--- src/rtl/neuron_mac_seq.sv ---
// Sequential MAC neuron: streams N_IN weight/input beats, adds bias, applies ReLU.
// Optional output saturation with overflow flag under macro NEURON_SAT_EN.
module neuron_mac_seq #(
  parameter int N_IN = 10,
  parameter int DW   = 16,
  parameter int AW   = 40,
  parameter int OW   = 32,
  parameter int FRAC = 0
) (
  input  logic                 clk,
  input  logic                 rstn,
  input  logic                 start,
  input  logic signed [DW-1:0] bias,
  input  logic                 in_valid,
  output logic                 in_ready,
  input  logic signed [DW-1:0] in_w,
  input  logic signed [DW-1:0] in_x,
  output logic                 out_valid,
  input  logic                 out_ready,
  output logic signed [OW-1:0] out_data,
  output logic                 busy,
  output logic                 ovf
);

  if (N_IN < 1) begin : g_bad_n_in
    $error("neuron_mac_seq: N_IN must be at least 1");
  end
  if (AW < 2*DW + $clog2(N_IN) + 1) begin : g_bad_aw
    $error("neuron_mac_seq: AW too narrow for N_IN products of width 2*DW");
  end
  if (OW > AW) begin : g_bad_ow
    $error("neuron_mac_seq: OW must not exceed AW");
  end

  localparam int CW = (N_IN > 1) ? $clog2(N_IN) : 1;
  localparam logic [CW-1:0] LAST = CW'(N_IN - 1);

  typedef enum logic [1:0] {S_IDLE, S_ACC, S_DRAIN, S_OUT} state_t;

  state_t                 state;
  logic [CW-1:0]          cnt;
  logic signed [DW-1:0]   bias_q;
  logic signed [2*DW-1:0] prod;
  logic                   prod_vld;
  logic signed [AW-1:0]   acc;
  logic signed [AW-1:0]   prod_ext;
  logic signed [AW-1:0]   bias_ext;
  logic signed [AW-1:0]   sum;
  logic signed [AW-1:0]   r;
  logic signed [OW-1:0]   fit;
  logic                   beat;

  assign beat     = in_valid & in_ready;
  assign prod_ext = AW'(prod);
  assign bias_ext = AW'(bias_q) <<< FRAC;

  // The last product is still in the product stage during DRAIN, so it is
  // folded in here instead of spending an extra cycle on the accumulator.
  always_comb begin
    sum = acc + (prod_vld ? prod_ext : '0) + bias_ext;
    r   = sum >>> FRAC;
  end

`ifdef NEURON_SAT_EN
  localparam logic signed [AW-1:0] OMAX = {{(AW-OW+1){1'b0}}, {(OW-1){1'b1}}};
  logic fit_ovf;

  always_comb begin
    fit     = r[OW-1:0];
    fit_ovf = 1'b0;
    if (r[AW-1]) begin
      fit = '0;
    end else if (r > OMAX) begin
      fit     = OMAX[OW-1:0];
      fit_ovf = 1'b1;
    end
  end
`else
  logic unused_r;

  always_comb fit = r[AW-1] ? '0 : r[OW-1:0];
  assign unused_r = ^r;
  assign ovf      = 1'b0;
`endif

  always_ff @(posedge clk) begin
    if (!rstn) begin
      state     <= S_IDLE;
      cnt       <= '0;
      acc       <= '0;
      prod      <= '0;
      prod_vld  <= 1'b0;
      bias_q    <= '0;
      in_ready  <= 1'b0;
      busy      <= 1'b0;
      out_valid <= 1'b0;
      out_data  <= '0;
`ifdef NEURON_SAT_EN
      ovf       <= 1'b0;
`endif
    end else begin
      case (state)
        S_IDLE: begin
          if (start) begin
            bias_q   <= bias;
            acc      <= '0;
            cnt      <= '0;
            prod_vld <= 1'b0;
            in_ready <= 1'b1;
            busy     <= 1'b1;
            state    <= S_ACC;
          end
        end
        S_ACC: begin
          prod_vld <= beat;
          if (beat) begin
            prod <= in_w * in_x;
          end
          if (prod_vld) begin
            acc <= acc + prod_ext;
          end
          if (beat) begin
            if (cnt == LAST) begin
              in_ready <= 1'b0;
              state    <= S_DRAIN;
            end else begin
              cnt <= cnt + 1'b1;
            end
          end
        end
        S_DRAIN: begin
          out_data  <= fit;
`ifdef NEURON_SAT_EN
          ovf       <= fit_ovf;
`endif
          out_valid <= 1'b1;
          state     <= S_OUT;
        end
        S_OUT: begin
          if (out_ready) begin
            out_valid <= 1'b0;
            busy      <= 1'b0;
            state     <= S_IDLE;
          end
        end
        default: state <= S_IDLE;
      endcase
    end
  end

endmodule

--- config.mk ---
export PLATFORM = sky130hd
export DESIGN_NAME = neuron_mac_seq
export DESIGN_NICKNAME = d
export VERILOG_FILES = /design/src/rtl/neuron_mac_seq.sv
export SDC_FILE = /design/constraint.sdc
export NUM_CORES = 1
export LEC_CHECK = 0
export ABC_AREA = 1
export CAP_MARGIN = 10
export CORE_ASPECT_RATIO = 0.6
export CORE_UTILIZATION = 42
export CTS_CLUSTER_DIAMETER = 100
export DETAILED_ROUTE_END_ITERATION = 8
export PLACE_DENSITY = 0.61
export SLEW_MARGIN = 30
export SYNTH_ARGS = -nofsm -noshare
export SYNTH_HDL_FRONTEND = slang
export SYNTH_SLANG_ARGS = --single-unit
--- constraint.sdc ---
create_clock -name clk -period 8.48 [get_ports clk]
set_clock_uncertainty 0.05 [all_clocks]
set_input_delay 0.848 -clock clk [delete_from_list [all_inputs] [get_ports clk]]
set_output_delay 0.848 -clock clk [all_outputs]
set_load 0.005 [all_outputs]
== After elaboration in Yosys (flattened, before gate mapping) ==
Index checks and enable logic that the tools add are counted.

* Multiply operators: 1
* Add/sub/neg operators: 4
* Bitwise operators: 1
* Reductions and logical operators: 13
* Equal/unequal tests: 10
* Multiplexer cells: 23

{| class="wikitable"
|+ Operator list
! operator !! number
|-
| $mux 40 || 3
|-
| $add 40x40->40 || 2
|-
| $pmux 40 s2 || 1
|-
| $add 40x32->40 || 1
|-
| $mul 16x16->32 || 1
|-
| $mux 32 || 1
|-
| $mux 4 || 3
|-
| $ne 2x2->1 const B || 6
|-
| $reduce_and 4->1 || 3
|-
| $mux 2 || 4
|-
| $pmux 1 s2 || 4
|-
| $pmux 2 s4 || 1
|-
| $pmux 4 s2 || 1
|-
| $reduce_and 2->1 || 4
|-
| $reduce_and 3->1 || 2
|-
| $reduce_bool 2->1 || 3
|-
| $mux 1 || 5
|-
| $add 4x1->4 const B || 1
|-
| $eq 2x2->1 const B || 2
|-
| $eq 4x4->1 const B || 1
|-
| $eq 2x1->1 const B || 1
|-
| $logic_not 2->1 || 1
|-
| $and 1x1->1 || 1
|}

* Flip-flop bits (word level): 130
* Word-level logic and storage cells: 62

== Depth between registers and ports, before layout ==
* Depth in word-level cells: 4
* Mapped depth: 27
* Mapped depth without buffers: 25

== Least setup slack after synthesis ==
No wires, ideal clock.

* Kind: input to register
* Start: input in_x[5]
* End: register prod[31]
* Path slack: 2258 ps
* Path buffers: 2
* Arrival: 6063 ps
* Stages on the path: 23
* Library setup time: 109 ps
* Cell sequence: clkbuf_1 -> clkbuf_1 -> nand2_1 -> fa_1 -> inv_1 -> fa_1 -> fa_1 -> fa_1 -> inv_1 -> fa_1 -> inv_1 -> fa_1 -> ha_1 -> inv_1 -> nor3_1 -> nand2_1 -> or2_2 -> nand3_1 -> inv_1 -> nand2_1 -> nand3_1 -> nand2_1 -> inv_1

* Longest elaborated chain between the ends: 1

{| class="wikitable"
|+ Ends and longest elaborated chain
! what !! line !! RTL
|-
| from (decl) || 17 || <nowiki>input logic signed [DW-1:0] in_x,</nowiki>
|-
| $mul 16x16->32 || 117 || <nowiki>prod <= in_w * in_x;</nowiki>
|-
| to (signal assigned) || 117 ||
|-
| to (decl) || 43 || <nowiki>logic signed [2*DW-1:0] prod;</nowiki>
|}

Every way passes these cells.
A chain may end at the register's enable or synchronous reset.

== Worst setup path in the final report ==
* Start: input in_x[2]
* End: register prod[29]

Same word-level chain as after synthesis.

==> results.py <==
metrics = {
    "setup_path": {
        "startpoint_type": "primary input",
        "cpMostUsedCell": "fa_1",
        "reg2reg_to": "acc[22]$_SDFFE_PN0P_",
        "crit_chain": "clkdlybuf4s50_1 -> nand2_1 -> inv_1 -> fa_1 -> fa_1 -> fa_1 -> fa_1 -> fa_1 -> fa_1 -> ha_1 -> nand2_1 -> nor2_1 -> nand2_1 -> nor4_1 -> nand2_1 -> nand4_1 -> nand3_1 -> nand2_1 -> inv_1",
        "reg2reg_depth": 15,
        "critPathMaxFanout": 16,
        "arrival_ns": 8.29,
        "cp.required_ns": 8.79,
        "slowest_delay_ns": 1.00,
        "worstReg2RegStart": "prod[0]$_SDFFE_PN0P_",
        "reg2reg_slack_ns": 4.55,
        "worst-setup-path-type": "in -> reg",
        "cp-end-kind": "flop",
        "slowest_stage": "clkdlybuf4s50_1",
    },
    "global_routing": {
        "grt_overflow": 0,
        "grt_pass1_vias": 18820,
        "grt_max_degree": 53,
        "track_usage_pct": 27.1,
        "grt_pass1_wl_um": 108000,
        "antenna_found_initial": 2,
    },
    "route": {
        "post_drt_wl_per_cell_um": 17.9,
        "first_pass_iters": 7,
        "drt-total-wl_um": 68500,
        "vias": 19553,
        "drt_iter0_markers": 1989,
        "detail-route-antenna-nets": 0,
        "routed_via_density": 5.11,
        "drc": 0,
    },
    "logic_synthesis": {
        "synth_cell_type_count": 46,
        "syn_area_sq_um": 21800,
        "synth_top_area_cell": "fa_1",
        "synth_nets": 3622,
        "synthTopCellsByArea": "fa_1, nand2_1, dfxtp_1",
        "synth-main-ff-cell": "dfxtp_1",
        "synth-edff-count": 0,
        "synth-async-reset-ratio_pct": 0,
        "yosysWarnings": 0,
        "yosysSeqAreaShare_pct": 11.9,
        "yosys_register_bits": 130,
        "avgSynthCellArea_sq_um": 7.03,
        "yosys.area.top_type_share_pct": 27.8,
        "syn_inst": 3100,
    },
    "sta": {
        "final_max_slew_viol_count": 0,
        "worst_pin_slew_ns": 0.985,
        "hold_viol_final": 0,
        "relSlewSlack_pct": 33.7,
        "rsz0062_at_grt": "no",
        "finalSetupViolations": 0,
        "timing.final.crit_period_ns": 7.98,
        "final.setup.tns_ns": 0,
        "period_share_pct": 94.1,
        "fmax_mhz": 125,
    },
    "cells_and_area": {
        "fill_cells": 5349,
        "postLayoutCoreUtil_pct": 46.6,
        "antennaDiodeCount": 0,
        "nNetsFinal": 3643,
        "ff_latch_area_sq_um": 2610,
        "multi_input_area_sq_um": 16200,
        "drive_above_1_share_pct": 4.75,
        "area_growth_pct": 9.16,
    },
    "worst_hold_path": {
        "hp-start": "out_data[16]$_SDFFE_PN0P_",
        "hold_path.class": "reg -> reg",
        "hold_end": "out_data[16]$_SDFFE_PN0P_",
        "whs_path_depth": 2,
    },
    "floorplanning": {
        "core_sq_um": 51100,
        "pin_count": 89,
        "die_w_um": 296,
        "initial_utilization_pct": 42.7,
        "rows": 64,
        "die_area_sq_um": 52900,
        "die_y_um": 179,
    },
    "clock_tree": {
        "clk_pin_slew_ns": 0.07,
        "cts_tree": "built",
        "hold_buffers": 0,
        "cts_setup_buffers": 0,
        "cts_buffers": 17,
        "post_cts_resized": 0,
        "clkLatencyLatePin_ns": 0.47,
        "htreeDepth": 4,
        "cts.sinks": 130,
        "clockRootBuffer": "clkbuf_16",
        "max-clock-path-buffers": 2,
    },
    "power": {
        "power.density_nw_per_um2": 430,
        "ir_worst_vdd_v": 0.000688,
        "p_leak_nw": 13.1,
    },
    "placed_design": {
        "port_buffers": 87,
        "dpl.hpwl_um": 58700,
        "gp_congestion": 0.999,
    },
    "flow_run": {
        "maxCapViolCount": 0,
    },
    "run_status": {
        "run_status": "complete, no violations",
    },
}
==> area by class of cell <==
type / instances / area share [%]
clock buffers: 20 / 1.96
clock inverters: 12 / 0.499
inverters: 691 / 10.9
multi-input cells: 2177 / 67.9
flip-flops and latches: 130 / 10.9
well taps: 693 / 3.64
repair buffers: 104 / 4.17
==> cell usage in the layout, fill, tap and decap left out, drive strengths merged, types with 2 or more instances in the layout <==
| cell type | netlist | layout |
|---|---|---|
| a211oi | 2 | 2 |
| a21boi | 3 | 3 |
| a21o | 9 | 9 |
| a21oi | 212 | 212 |
| buf | 13 | 18 |
| clkbuf | 89 | 20 |
| clkdlybuf4s50 | 0 | 86 |
| clkinv | 3 | 5 |
| clkinvlp | 0 | 3 |
| dfxtp | 130 | 130 |
| fa | 303 | 303 |
| ha | 166 | 166 |
| inv | 688 | 694 |
| nand2 | 846 | 846 |
| nand3 | 149 | 149 |
| nand3b | 13 | 13 |
| nand4 | 33 | 33 |
| nor2 | 206 | 206 |
| nor3 | 18 | 18 |
| nor3b | 4 | 4 |
| nor4 | 4 | 4 |
| o211ai | 9 | 9 |
| o21a | 8 | 8 |
| o21ai | 113 | 113 |
| o21bai | 24 | 24 |
| o221ai | 2 | 2 |
| or2 | 8 | 8 |
| xnor2 | 14 | 14 |
| xor2 | 26 | 26 |
==> worst max-delay path by stage <==
stage | from | endpoint | cells past startpoint
after floorplan | in_x[5] | prod[31]$_SDFFE_PN0P_ | 23
after global placement | in_x[2] | prod[29]$_SDFFE_PN0P_ | 21
after detailed placement | in_x[2] | prod[29]$_SDFFE_PN0P_ | 21
after CTS | in_x[2] | prod[29]$_SDFFE_PN0P_ | 21
after global routing | in_x[2] | prod[29]$_SDFFE_PN0P_ | 19
final | in_x[2] | prod[29]$_SDFFE_PN0P_ | 19
==> critical path, delay by kind of cell <==
kind | cells | cell delay (ns)
buffers and inverters | 3 | 1.15
and+or+nand+nor | 9 | 2.36
adders and majority gates | 7 | 3.91
==> synth_stat cells (26+ instances only) <==
master    count
nand3_2      32
clkbuf_1     89
nand3_1     117
a21oi_2      32
nand4_1      33
xor2_1       26
o21ai_0     101
nor2_1      198
fa_1        303
a21oi_1     180
inv_1       685
nand2_1     838
ha_1        166
dfxtp_1     130
==> state kept, by name (all words and copies together), names as in the netlist <==
| name | count |
|---|---|
| acc | 40 |
| prod_vld | 1 |
| out_data | 32 |
| bias_q | 16 |
| in_ready | 1 |
| out_valid | 1 |
| prod | 32 |
| busy | 1 |
| cnt | 4 |
| state | 2 |
==> report_power, final <==
part           internal (W)  switching (W)  leakage (nW)
Sequential         0.000677      0.0000852          1.05
Combinational       0.00286        0.00585          11.8
Clock              0.000432       0.000343         0.281
==> per-layer routing <==
metal,global-route usage (%),share of wire [%],vias to the layer above
li1,-,-,9457
met1,45.1,54,9319
met2,32.9,34,747
met3,8.50,11,28
met4,3.29,0.51,2
met5,1.88,0.19,-
==> cell families (layout without fill, tap and decap cells) <==
logic type                 Yosys count  after routing  synth area share [%]
and+or+nand+nor                   1281           1281                  24.9
buffers and inverters              793            827                  14.0
adders and majority gates          469            469                  37.3
AOI/OAI and AO/OA                  386            386                  10.2
DFF                                130            130                  11.9
xor gates and xnor gates            40             40                  1.61
other                                1              1                0.0172
==> per-stage QoR <==
step / cell area, sq um / total power, W / cells / setup slack (ns) / hold WS, ns
after floorplan: 21800 / 0.00676 / 3100 / 2.26 / 0.412
after global placement: 23200 / 0.00922 / 3795 / 0.268 / 0.405
after detailed placement: 23200 / 0.00916 / 3795 / 0.350 / 0.406
after CTS: 23800 / 0.00999 / 3827 / 0.824 / 0.417
after global routing: 23800 / 0.0114 / 3827 / 0.243 / 0.435
final: 23800 / 0.0102 / 3827 / 0.499 / 0.416
(Power assumes the default switching activity.)
